$ cat src/rtl/effect_sample_feeder.sv
// Buffers receiver samples in a small FIFO and offers them one at a time to an effect
// (data_ready / read_enable / read_done), returning processed samples. Option: EFFECT_FEEDER_BYPASS_EN.
module effect_sample_feeder #(
  parameter int D_WIDTH = 16,
  parameter int FIFO_AW = 3
) (
  input  logic                      clk,
  input  logic                      reset,
  input  logic signed [D_WIDTH-1:0] i_sample,
  input  logic                      i_sample_valid,
  output logic                      o_data_ready,
  output logic signed [D_WIDTH-1:0] o_data,
  input  logic                      i_read_enable,
  output logic                      o_read_done,
  input  logic signed [D_WIDTH-1:0] i_fx_data,
  input  logic                      i_fx_valid,
`ifdef EFFECT_FEEDER_BYPASS_EN
  input  logic                      i_bypass,
`endif
  output logic signed [D_WIDTH-1:0] o_sample,
  output logic                      o_sample_valid,
  output logic [FIFO_AW:0]          o_fill,
  output logic                      o_overflow
);

  localparam int DEPTH = 2**FIFO_AW;
  localparam logic [FIFO_AW:0] FULL_LVL = (FIFO_AW+1)'(DEPTH);

  typedef enum logic [1:0] {IDLE, OFFER, ACK} state_t;

  state_t               state_q, state_d;
  logic [D_WIDTH-1:0]   mem_q [DEPTH];
  logic [FIFO_AW-1:0]   wr_ptr_q, rd_ptr_q;
  logic [FIFO_AW:0]     fill_q, fill_d;
  logic [D_WIDTH-1:0]   data_q, sample_q;
  logic                 sample_valid_q, overflow_q;
  logic                 bypass, empty, full, pop, push, drop;

`ifdef EFFECT_FEEDER_BYPASS_EN
  assign bypass = i_bypass;
`else
  assign bypass = 1'b0;
`endif

  // The head is only taken when no sample is currently on offer (IDLE or ACK).
  assign empty = (fill_q == '0);
  assign full  = (fill_q == FULL_LVL);
  assign pop   = (state_q != OFFER) && !empty;
  assign push  = i_sample_valid && (!full || pop);
  assign drop  = i_sample_valid && full && !pop;

  always_comb begin
    fill_d = fill_q;
    if (push && !pop)      fill_d = fill_q + 1'b1;
    else if (pop && !push) fill_d = fill_q - 1'b1;
  end

  always_ff @(posedge clk) begin
    if (reset) state_q <= IDLE;
    else       state_q <= state_d;
  end

  always_comb begin
    state_d = state_q;
    case (state_q)
      IDLE:    if (!empty) state_d = OFFER;
      OFFER:   if (i_read_enable || bypass) state_d = ACK;
      ACK:     state_d = empty ? IDLE : OFFER;
      default: state_d = IDLE;
    endcase
  end

  always_comb begin
    o_data_ready = (state_q == OFFER);
    o_read_done  = (state_q == ACK);
  end

  // Storage array carries no reset so it can map onto block RAM.
  always_ff @(posedge clk) begin
    if (push) mem_q[wr_ptr_q] <= i_sample;
  end

  always_ff @(posedge clk) begin
    if (reset) begin
      wr_ptr_q   <= '0;
      rd_ptr_q   <= '0;
      fill_q     <= '0;
      data_q     <= '0;
      overflow_q <= 1'b0;
    end else begin
      fill_q <= fill_d;
      if (push) wr_ptr_q <= wr_ptr_q + 1'b1;
      if (pop) begin
        rd_ptr_q <= rd_ptr_q + 1'b1;
        data_q   <= mem_q[rd_ptr_q];
      end
      if (drop) overflow_q <= 1'b1;
    end
  end

  // Return path; in bypass the offered sample itself is returned during ACK.
  always_ff @(posedge clk) begin
    if (reset) begin
      sample_q       <= '0;
      sample_valid_q <= 1'b0;
    end else if (bypass) begin
      sample_valid_q <= (state_q == OFFER);
      if (state_q == OFFER) sample_q <= data_q;
    end else begin
      sample_valid_q <= i_fx_valid;
      if (i_fx_valid) sample_q <= i_fx_data;
    end
  end

  assign o_data         = data_q;
  assign o_sample       = sample_q;
  assign o_sample_valid = sample_valid_q;
  assign o_fill         = fill_q;
  assign o_overflow     = overflow_q;

endmodule

$ cat config.mk
export PLATFORM = sky130hd
export DESIGN_NAME = effect_sample_feeder
export DESIGN_NICKNAME = d
export VERILOG_FILES = /design/src/rtl/effect_sample_feeder.sv
export SDC_FILE = /design/constraint.sdc
export NUM_CORES = 1
export LEC_CHECK = 0
export CORE_AREA = 2 2 119 121
export DETAILED_ROUTE_END_ITERATION = 12
export DIE_AREA = 0 0 121 123
export GPL_TIMING_DRIVEN = 0
export PLACE_DENSITY = 0.81
export SLEW_MARGIN = 20
export SYNTH_ARGS = -nofsm -noshare
export SYNTH_HDL_FRONTEND = slang
export SYNTH_SLANG_ARGS = --single-unit
$ cat constraint.sdc
create_clock -name clk -period 3.3 [get_ports clk]
set_input_delay 0.495 -clock clk [delete_from_list [all_inputs] [get_ports clk]]
set_output_delay 0.495 -clock clk [all_outputs]
set_load 0.02 [all_outputs]
==> results of run 1 <==
final cells by class:
type | instances | area, sq um | area share [%]
multi-input cells | 179 | 1780 | 21.3
clock buffers | 17 | 425 | 5.08
well taps | 180 | 225 | 2.69
plain buffers | 20 | 128 | 1.52
inverters | 6 | 22.5 | 0.269
repair buffers | 87 | 878 | 10.5
clock inverters | 15 | 145 | 1.73
flip-flops and latches | 174 | 4760 | 56.9
through the flow:
stage          std cells  power (mW)
2_1_floorplan        379        4.15
3_5_place_dp         646        4.83
5_1_grt              678        7.02
4_1_cts              678        6.78
3_3_place_gp         634        4.75
6_report             678        6.72
synth_stat cells, types with 2 or more instances:
| library cell | instances | area share [%] |
|---|---|---|
| edfxtp_1 | 128 | 58 |
| nor2b_1 | 3 | 0.28 |
| xor2_1 | 3 | 0.39 |
| nand3_1 | 3 | 0.23 |
| buf_2 | 5 | 0.38 |
| mux4_2 | 32 | 11 |
| dfxtp_1 | 46 | 14 |
| nand2_1 | 2 | 0.11 |
| mux2i_1 | 19 | 2.9 |
| nor2_1 | 43 | 2.4 |
| buf_6 | 3 | 0.51 |
| o22ai_1 | 16 | 1.5 |
| clkbuf_1 | 5 | 0.28 |
| xnor2_1 | 3 | 0.39 |
| a21oi_1 | 4 | 0.30 |
| nor2_4 | 9 | 1.5 |
| inv_1 | 6 | 0.34 |
| nand3_2 | 2 | 0.30 |
| buf_4 | 2 | 0.23 |
| buf_1 | 4 | 0.23 |
| nor3_2 | 11 | 1.7 |
| nor3_1 | 9 | 0.68 |
| ha_1 | 5 | 0.94 |
worst min-delay path by stage:
stage                        endpoint  cells past startpoint   startpoint  slack [ns]
after floorplan           wr_ptr_q[2]                      2  wr_ptr_q[2]        0.49
after global placement     o_overflow                      2   o_overflow        0.46
after detailed placement   o_overflow                      2   o_overflow        0.48
after CTS                  o_overflow                      2   o_overflow        0.49
after global routing        o_data[1]                      2    o_data[1]        0.52
final                      o_overflow                      2   o_overflow        0.48
logic make-up after synthesis:
| family | share of synthesized area [%] |
|---|---|
| AOI/OAI and AO/OA | 2.27 |
| DFF | 71.5 |
| adders and majority gates | 1.24 |
| muxes | 13.8 |
| buffers and inverters | 2.25 |
| xor gates and xnor gates | 0.789 |
| and+or+nand+nor | 8.13 |
layer usage:
layer | track usage [%] | routed length (um)
met2 | 33.7 | 7000
met4 | 9.74 | 333
met3 | 5.21 | 850
met5 | 0 | 0
met1 | 23.2 | 5480
sequential cells by signal, indices dropped and copies added (netlist names):
name	count
o_fill	4
o_overflow	1
o_data	16
wr_ptr_q	3
o_sample	16
o_sample_valid	1
mem_q	128
state_q	2
rd_ptr_q	3
worst min-delay path: stages, from the launching register on:
cell and delay, ns:
dfxtp_1 0.33, a21oi_1 0.04, nor2_1 0.08
power by group through the flow:
stage	clock network, mW	logic, mW	registers, mW
2_1_floorplan	0	1.25	2.90
4_1_cts	1.96	2.11	2.72
3_5_place_dp	0	2.08	2.75
3_3_place_gp	0	2.00	2.74
6_report	1.93	2.08	2.71
5_1_grt	2.04	2.24	2.74
==> insert_results.sql, run 1 <==
INSERT INTO impl_metrics (metric_group, metric, value, unit) VALUES
('power', 'cell_internal_pwr', '4.66', 'mW'),
('synth', 'ys_seq_area_share', '71.5', '%'),
('worst_setup_path', 'worst_r2r_endpoint', 'o_fill[3]', ''),
('worst_setup_path', 'crit_path_capture_type', 'flop', ''),
('timing', 'clock_skew', '0.00970', 'ns'),
('clocking', 'post_cts_hold_buffer_count', '0', ''),
('worst_setup_path', 'crit_cells', '12', ''),
('global_routing', 'antenna_found_initial', '0', ''),
('power', 'switching_share', '30.7', '%'),
('timing', 'timing_limited_maximum_frequency', '321', 'MHz'),
('finish', 'syn_to_final_growth', '25.6', '%'),
('clocking', 'worst_setup_hold_path_clk_slew', '0.06', 'ns'),
('worst_setup_path', 'critical_path.startpoint', 'o_fill[0]', ''),
('timing', 'setup_tns', '0', 'ns'),
('synth', 'synth_seq_cells', '174', ''),
('power', 'power.ir.vdd_worst', '613', 'uV'),
('clocking', 'cts-root-to-sink-buffers', '2', ''),
('floorplanning', 'start_util', '49.0', '%'),
('power', 'pwr-share-seq', '40.4', '%'),
('placement', 'dp.final_hpwl', '8860', 'um'),
('power', 'relative_contribution_of_the_clock_network_to_total_power', '28.7', '%'),
('worst_setup_path', 'critPathCapture', 'o_fill[3]', ''),
('synth', 'synth_edf_count', '128', ''),
('finish', 'mostFrequentLayoutCells', 'edfxtp_1, clkdlybuf4s50_1, dfxtp_1', ''),
('clocking', 'post_cts_resized', '0', ''),
('finish', 'post_route_cells_drive_above_1_share', '23.5', '%'),
('finish', 'antennaDiodeCount', '0', ''),
('route', 'drt_iter0_markers', '392', ''),
('global_routing', 'vias_in_the_first_global_route', '3859', ''),
('placement', 'gpl.final_weighted_congestion', '0.725', ''),
('route', 'via_per_inst', '5.46', ''),
('finish', 'final_area', '8370', 'sq um'),
('placement', 'placement.io_buffers', '75', ''),
('floorplanning', 'dieWidth', '121', 'um'),
('route', 'dr.pass1.iters', '5', ''),
('floorplanning', 'io-pin-count', '77', ''),
('timing', 'whs', '0.484', 'ns'),
('worst_setup_path', 'worst_ep_arrival_time', '3.44', 'ns'),
('synth', 'ys_warn_count', '0', ''),
('synth', 'synthArstFlopShare', '0', '%'),
('timing', 'report.final.setup_viol', '0', ''),
('route', 'routedWlPerCell', '20.2', 'um'),
('global_routing', 'groute.usage.overall', '19.7', '%'),
('worst_setup_path', 'crit_buf_inv', '4', ''),
('route', 'drcViolationCount', '0', ''),
('finish', 'filler_cell_count', '963', ''),
('timing', 'setup_repair_after_global_routing_missed_its_margin', 'false', ''),
('synth', 'netlist_area', '6670', 'sq um'),
('power', 'leakage', '2.85', 'nW'),
('job', 'drv_cap', '0', ''),
('route', 'final_antenna_net_count', '0', ''),
('worst_setup_path', 'crit_path_start_kind', 'flop', ''),
('worst_setup_path', 'worst-endpoint-required', '3.62', 'ns'),
('synth', 'dominant_synthesized_flop_cell', 'edfxtp_1', ''),
('synth', 'mappedNetlistNets', '422', ''),
('status', 'outcome', 'finished, final reports clean', ''),
('floorplanning', 'coreArea', '13600', 'sq um'),
('power', 'pwr-share-comb', '30.9', '%'),
('floorplanning', 'row_count', '43', ''),
('finish', 'mostFrequentLayoutCell', 'edfxtp_1', ''),
('finish', 'fin_nets', '528', ''),
('route', 'vias', '3699', ''),
('synth', 'synth.lib_cells_used.distinct', '39', ''),
('floorplanning', 'die-height', '123', 'um'),
('clocking', 'ctsRootBufferMaster', 'clkbuf_16', ''),
('floorplanning', 'die-area', '14900', 'sq um'),
('synth', 'avgSynthCellArea', '17.6', 'sq um'),
('synth', 'netlist_instances', '379', ''),
('timing', 'slew_headroom', '42.4', '%'),
('worst_setup_path', 'r2r_cells', '12', ''),
('clocking', 'cts_htree_levels', '4', '');
No activity file was read; power rests on OpenSTA's default activity.
==> inputs of run 2 (changes only) <==
Settings changed: SKIP_CTS_REPAIR_TIMING from default to 1.
==> results of run 2 <==
Final layout, timing and power as in run 1 (identical DEF).
